==> config.mk <==
export PLATFORM = sky130hd
export DESIGN_NAME = pe_flit_injector
export DESIGN_NICKNAME = d
export VERILOG_FILES = /design/src/rtl/pe_flit_injector.sv
export SDC_FILE = /design/constraint.sdc
export NUM_CORES = 1
export LEC_CHECK = 0
export CORE_MARGIN = 2
export CORE_UTILIZATION = 40
export CTS_CLUSTER_SIZE = 16
export DETAILED_ROUTE_END_ITERATION = 10
export GPL_TIMING_DRIVEN = 1
export PLACE_DENSITY = 0.74
export SLEW_MARGIN = 20
export SYNTH_ARGS = -nofsm -noshare
export SYNTH_HDL_FRONTEND = slang
export SYNTH_SLANG_ARGS = --single-unit
export TNS_END_PERCENT = 5
==> constraint.sdc <==
create_clock -name clk -period 2.1 [get_ports clk]
set_clock_uncertainty 0.1 [all_clocks]
set_input_delay 0.42 -clock clk [delete_from_list [all_inputs] [get_ports clk]]
set_output_delay 0.42 -clock clk [all_outputs]
set_load 0.02 [all_outputs]
==> src/rtl/pe_flit_injector.sv <==
// PE-side flit injector: on start, walks the 1-cycle-latency dataout buffer and hands each word to the router local port.
// Optional feature macro INJ_SKIP_SELF_EN: words addressed to NODE_ID are dropped instead of injected.
module pe_flit_injector #(
  parameter int NODE_ID   = 0,
  parameter int FLIT_W    = 20,
  parameter int ADDR_W    = 5,
  parameter int NUM_WORDS = 30
) (
  input  logic              clk,
  input  logic              RST,
  input  logic              start,
  output logic              busy,
  output logic              done,
  output logic              mem_en,
  output logic [ADDR_W-1:0] mem_addr,
  input  logic [FLIT_W-1:0] mem_rdata,
  output logic [FLIT_W-1:0] flit_out,
  output logic              flit_valid,
  input  logic              flit_ready,
  output logic [ADDR_W:0]   sent_count
);

  typedef enum logic [2:0] {
    IDLE    = 3'd0,
    FETCH   = 3'd1,
    CAPTURE = 3'd2,
    SEND    = 3'd3,
    DONE    = 3'd4
  } state_t;

  localparam logic [ADDR_W-1:0] LAST_PTR   = ADDR_W'(NUM_WORDS - 1);
  localparam logic [ADDR_W-1:0] PTR_ONE    = ADDR_W'(1);
  localparam logic [ADDR_W:0]   CNT_ONE    = (ADDR_W + 1)'(1);
  localparam logic [3:0]        SELF_DEST  = 4'(NODE_ID);
  localparam logic [FLIT_W-1:0] END_MARKER = {FLIT_W{1'b1}};
`ifdef INJ_SKIP_SELF_EN
  localparam logic SKIP_SELF = 1'b1;
`else
  localparam logic SKIP_SELF = 1'b0;
`endif

  state_t              state_r, state_s;
  logic [ADDR_W-1:0]   rd_ptr_r, rd_ptr_s;
  logic [ADDR_W:0]     sent_count_r, sent_count_s;
  logic [FLIT_W-1:0]   flit_out_r, flit_out_s;
  logic                flit_valid_r, flit_valid_s;
  logic                busy_r, busy_s;
  logic                done_r, done_s;
  logic                skip_self_s;

  assign skip_self_s = SKIP_SELF && (mem_rdata[3:0] == SELF_DEST);

  // Next-state and next-register decode; every output except the buffer strobe is registered from here.
  always_comb begin
    state_s      = state_r;
    rd_ptr_s     = rd_ptr_r;
    sent_count_s = sent_count_r;
    flit_out_s   = flit_out_r;
    flit_valid_s = 1'b0;
    case (state_r)
      IDLE: begin
        if (start) begin
          state_s      = FETCH;
          rd_ptr_s     = {ADDR_W{1'b0}};
          sent_count_s = {(ADDR_W + 1){1'b0}};
        end else begin
          state_s = IDLE;
        end
      end
      FETCH: begin
        state_s = CAPTURE;
      end
      CAPTURE: begin
        flit_out_s = mem_rdata;
        if (mem_rdata == END_MARKER) begin
          state_s = DONE;
        end else if (skip_self_s) begin
          rd_ptr_s = rd_ptr_r + PTR_ONE;
          state_s  = (rd_ptr_r == LAST_PTR) ? DONE : FETCH;
        end else begin
          state_s      = SEND;
          flit_valid_s = 1'b1;
        end
      end
      SEND: begin
        // Hold the flit until the router takes it; valid drops the cycle after the handshake.
        if (flit_ready) begin
          sent_count_s = sent_count_r + CNT_ONE;
          rd_ptr_s     = rd_ptr_r + PTR_ONE;
          state_s      = (rd_ptr_r == LAST_PTR) ? DONE : FETCH;
        end else begin
          flit_valid_s = 1'b1;
        end
      end
      DONE: begin
        state_s = IDLE;
      end
      default: begin
        state_s = IDLE;
      end
    endcase
    busy_s = (state_s != IDLE);
    done_s = (state_s == DONE);
  end

  // State and output registers with synchronous reset; a start seen together with RST is discarded.
  always_ff @(posedge clk) begin
    if (RST) begin
      state_r      <= IDLE;
      rd_ptr_r     <= {ADDR_W{1'b0}};
      sent_count_r <= {(ADDR_W + 1){1'b0}};
      flit_out_r   <= {FLIT_W{1'b0}};
      flit_valid_r <= 1'b0;
      busy_r       <= 1'b0;
      done_r       <= 1'b0;
    end else begin
      state_r      <= state_s;
      rd_ptr_r     <= rd_ptr_s;
      sent_count_r <= sent_count_s;
      flit_out_r   <= flit_out_s;
      flit_valid_r <= flit_valid_s;
      busy_r       <= busy_s;
      done_r       <= done_s;
    end
  end

  assign mem_en     = (state_r == FETCH);
  assign mem_addr   = mem_en ? rd_ptr_r : {ADDR_W{1'b0}};
  assign flit_out   = flit_out_r;
  assign flit_valid = flit_valid_r;
  assign busy       = busy_r;
  assign done       = done_r;
  assign sent_count = sent_count_r;

endmodule

; ---- Word level (Yosys, flattened, before mapping)
; Cells that the tools add are included.
[word_totals]
output_inout_bits = 35
elab_cells = 36
input_bits = 24
register_bits = 37
[op_classes]
n_reduce_logical = 4
addsub = 2
eq_ne = 8
mux = 15
[op_table]
columns = cell, count
row1 = == test 20 bit (second input constant), 1
row2 = 2-to-1 mux 5 bit, 3
row3 = 2-to-1 mux 6 bit, 2
row4 = one-hot mux 3 bit (4 select lines), 1
row5 = one-hot mux 6 bit (2 select lines), 1
row6 = one-hot mux 5 bit (2 select lines), 1
row7 = 2-to-1 mux 3 bit, 3
row8 = adder 6 x 1 -> 6 bit (second input constant), 1
row9 = == test 3 x 2 -> 1 bit (second input constant), 2
row10 = adder 5 x 1 -> 5 bit (second input constant), 1
row11 = == test 5 bit (second input constant), 1
row12 = inequality test 2 bit (second input constant), 2
row13 = == test 3 x 1 -> 1 bit (second input constant), 1
row14 = == test 3 bit (second input constant), 1
row15 = zero test 3 bit, 1
row16 = 2-to-1 mux 1 bit, 3
row17 = AND reduction 3 bit, 1
row18 = nonzero test 3 bit, 1
row19 = one-hot mux 1 bit (2 select lines), 1
row20 = nonzero test 2 bit, 1

; ---- Logic depth before layout (Yosys ltp)
[depth]
word_depth = 5
depth_mapped = 6
depth_no_buf = 6

; ---- Least setup slack after synthesis
; No wires, ideal clock.
[synth_path]
path_type = register to register
from = register state_r[1]
to = register sent_count_r[4], in the netlist sent_count[4]
setup_slack_ns = 0.354
t_required_ns = 1.930
n_path_buf = 2
setup_ns = 0.070
path_stages_with_launch = 7
period_less_slack_ns = 1.746
t_arrival_ns = 1.577
cell_sequence = dfxtp_1 > buf_6 > or3b_1 > buf_6 > a21o_1 > or3_1 > a21oi_1
[synth_via]
elab_chain_cells = 3
word_cells_on_any_way = 7
classes_between = eq/ne (3) / mux (1) / reduce/logical (3)
[synth_rtl]
columns = item, line
row1 = "start, declared", 42  ; state_t state_r, state_s;
row2 = "start signal, assigned", 117  ; state_r <= state_s;
row3 = == test 3 x 2 -> 1 bit or zero test 3 bit (tied branches), 60  ; case (state_r)
row4 = inequality test 2 bit (no source line) or nonzero test 2 bit (tied branches), --
row5 = AND reduction 3 bit (no source line), --
row6 = "end signal, assigned", 111  ; sent_count_r <= {(ADDR_W + 1){1'b0}};
row7 = "end signal, assigned", 119  ; sent_count_r <= sent_count_s;
row8 = "end, declared", 44  ; logic [ADDR_W:0] sent_count_r, sent_count_s;
; Several ways; a longest one is shown, not always the timed one.
; A chain may end at the register's enable or synchronous reset.

; ---- Worst setup path in the final report
[layout_path]
from = input start
to = register rd_ptr_r[2]
[layout_via]
elab_chain_cells = 2
[layout_rtl]
columns = item, line
row1 = "start, declared", 11  ; input logic start,
row2 = inequality test 2 bit (no source line), --
row3 = AND reduction 3 bit (no source line), --
row4 = "end signal, assigned", 110  ; rd_ptr_r <= {ADDR_W{1'b0}};
row5 = "end signal, assigned", 118  ; rd_ptr_r <= rd_ptr_s;
row6 = "end, declared", 43  ; logic [ADDR_W-1:0] rd_ptr_r, rd_ptr_s;
; No other way between the ends.

==> impl_metrics.env <==
export IMPL_status="completed"
export IMPL_clock_latency_ns=0.28
export IMPL_synthTopCellsByArea="dfxtp_1 (47%), nand2_1 (11%), a21oi_1 (8.0%), nor2_1 (4.3%), xnor2_1 (3.3%)"
export IMPL_synthTopCellsByCount="nand2_1 (44), dfxtp_1 (37), a21oi_1 (25), nor2_1 (18), clkbuf_1 (8)"
export IMPL_clk_pin_slew_worst_paths_ns=0.07
export IMPL_cp_slowest_cell="clkdlybuf4s50_1"
export IMPL_coreArea_um2=3720
export IMPL_finalSetupViolCount=0
export IMPL_gp_congestion=0.784
export IMPL_overflow=0
export IMPL_tritoncts="yes"
export IMPL_ys_types=29
export IMPL_crit_path_max_fanout=5
export IMPL_wirelength_mm=3.76
export IMPL_route_detailed_drc=0
export IMPL_cts_root_buffer="clkbuf_8"
export IMPL_slew_violations=0
export IMPL_grt_pass1_wl_mm=6.24
export IMPL_tightest_slew_ns=0.409
export IMPL_hold_class="flip-flop to flip-flop"
export IMPL_dieHeight_um=66.7
export IMPL_crit_arrival_ns=2.01
export IMPL_vdd_drop_max_v=0.000310
export IMPL_cp_cell_sequence="clkdlybuf4s50_1 -> or3b_1 -> buf_4 -> a211oi_1 -> xnor2_1 -> nor2_1"
export IMPL_diodes=0
export IMPL_cp_end_kind="flip-flop"
export IMPL_vias=1558
export IMPL_track_usage_pct=18.5
export IMPL_wire_per_inst_um=12.2
export IMPL_syn_inst=193
export IMPL_setup_tns_ns=0
export IMPL_cts_sinks=37
export IMPL_p_total_w=0.00161
export IMPL_pin_count=59
export IMPL_final_util_pct=62.6
export IMPL_ys_warn_count=0
export IMPL_final_nets=286
export IMPL_ys_flop_type="dfxtp_1"
export IMPL_required_ns=2.17
export IMPL_fillers=341
export IMPL_p_per_area_nw_per_um2=692
export IMPL_htreeDepth=2
export IMPL_slew_headroom_pct=72.5
export IMPL_post_route_min_period_ns=1.94
export IMPL_dr_first_iter_drc_count=73
export IMPL_maxCapViolCount=0
export IMPL_place_hpwl_mm=2.81
export IMPL_area_delta_synth_final_pct=48.2
export IMPL_drtPass1Iterations=4
export IMPL_vias_per_cell=5.07
export IMPL_io_buffers=58
export IMPL_setup_slack_ns=0.162
export IMPL_fp_row_count=22
export IMPL_die_area_um2=4440
export IMPL_grt_pass1_vias=1415
export IMPL_post_synth_top_area_cell="dfxtp_1"
export IMPL_seq_area_frac_synth_pct=47.2
export IMPL_antenna_found_initial=0
export IMPL_fin_crit_sh_pct=92.3
export IMPL_synth_async_reset_ratio_pct=0
export IMPL_final_layout_size_suffix_gt1_share_pct=8.88
export IMPL_synth_net_count=220
export IMPL_grt_max_degree=25
export IMPL_fin_hold_ws_ns=0.352
export IMPL_die_w_um=66.7
export IMPL_fmax_mhz=516
export IMPL_yosysTopAreaCellShare_pct=47.2
export IMPL_max_stage_delay_ns=0.48
export IMPL_synth_avg_cell_area_um2=8.14
export IMPL_postRouteAntennaNets=0
export IMPL_cts_made_buffers=5
export IMPL_initial_core_util_pct=42.3
export IMPL_ys_seq_elements=37
export IMPL_synth_cell_area_um2=1570
export IMPL_hold_viol=0
export IMPL_setup_worst_path_class="primary input to flip-flop"
export IMPL_start_kind="primary input"
export IMPL_leakagePower_nw=0.863
export IMPL_synth_edff_count=0
export IMPL_rsz0062_at_grt="no"
export IMPL_place_ws_ns=-0.119
export IMPL_clk_path_buf_depth=2
export IMPL_yosysMostFrequentCell="nand2_1"
-- critical path, delay by kind of cell --
family	cells	cell delay, ns
AOI/OAI and AO/OA	1	0.25
xor gates and xnor gates	1	0.16
buffers and inverters	2	0.67
and+or+nand+nor	2	0.50
-- kinds of logic (layout without fill, tap and decap cells) --
| family | after synthesis | in the layout | share of synthesized area (%) |
|---|---|---|---|
| compound gates | 42 | 42 | 17.2 |
| xor+xnor | 6 | 6 | 3.35 |
| fa+ha+maj | 3 | 3 | 2.39 |
| buf+inv | 17 | 83 | 5.02 |
| flops | 37 | 37 | 47.2 |
| simple gates | 88 | 88 | 24.9 |
-- report_power, final --
| group | total, W | internal [W] | switching, W | leakage (nW) |
|---|---|---|---|---|
| registers | 0.000772 | 0.000744 | 0.0000281 | 0.301 |
| logic | 0.000349 | 0.000169 | 0.000181 | 0.518 |
| clock network | 0.000488 | 0.000260 | 0.000228 | 0.0443 |
| total | 0.00161 | 0.00117 | 0.000437 | 0.863 |
-- layout make-up --
class	count	area, um^2	share of cell area (%)
clock buffer	7	86.3	3.71
inverter	6	22.5	0.968
multi-input combinational	139	753	32.4
sequential	37	742	31.9
tap	48	60.1	2.58
timing repair buffer	70	663	28.5
-- placed cells by master (no fill, tap or decap), types with 2 or more instances in the layout --
| cell | synthesis | layout |
|---|---|---|
| clkdlybuf4s50_1 | 0 | 52 |
| nand3_1 | 6 | 6 |
| a2111oi_2 | 2 | 2 |
| xnor2_1 | 6 | 6 |
| nor2_1 | 18 | 17 |
| buf_4 | 0 | 12 |
| clkbuf_8 | 0 | 6 |
| inv_1 | 6 | 6 |
| or3_1 | 2 | 2 |
| nor3_1 | 2 | 2 |
| a21boi_0 | 2 | 2 |
| a21oi_1 | 25 | 25 |
| nand2_1 | 44 | 44 |
| ha_1 | 3 | 3 |
| nand2b_1 | 2 | 2 |
| and3_1 | 6 | 6 |
| dfxtp_1 | 37 | 36 |
| a211oi_1 | 5 | 5 |
| dlygate4sd2_1 | 0 | 6 |
| nand4_1 | 6 | 6 |
-- layer usage --
| layer | vias up | wire (um) | track usage (%) |
|---|---|---|---|
| met4 | 0 | 89 | 8.16 |
| li1 | 795 | - | - |
| met3 | 9 | 209 | 5.41 |
| met2 | 43 | 1860 | 30.9 |
| met1 | 711 | 1600 | 22.0 |
| met5 | - | 0 | 0 |
-- registers in the layout (all words and copies together), names as in the netlist --
signal,cells
flit_out,20
sent_count,6
rd_ptr_r,5
state_r,3
busy,1
done,1
flit_valid,1
-- per-stage QoR --
step | cell area, um^2 | cells
detailed placement | 2240 | 300
floorplan | 1570 | 193
CTS | 2330 | 307
global route | 2330 | 307
finish | 2330 | 307
global placement | 2240 | 300
-- path summary, 6_finish.rpt --
path                    start     endpoint  slack (ns)  depth (start not counted)
setup reg to reg   state_r[1]  rd_ptr_r[2]        0.28                          6
hold reg to reg   flit_out[7]  flit_out[7]        0.35                          2
hold / removal    flit_out[7]  flit_out[7]        0.35                          2
setup / recovery        start  rd_ptr_r[2]        0.16                          6
-- repair_timing --
action / 4_1_cts / 5_1_grt
hold buffers: 0 / 0
gates resized for setup: 8 / 0
endpoints found under the hold margin: 0 / 0
setup buffers: 0 / 0
endpoints found under the setup margin: 6 / 0
(Power assumes the default switching activity.)
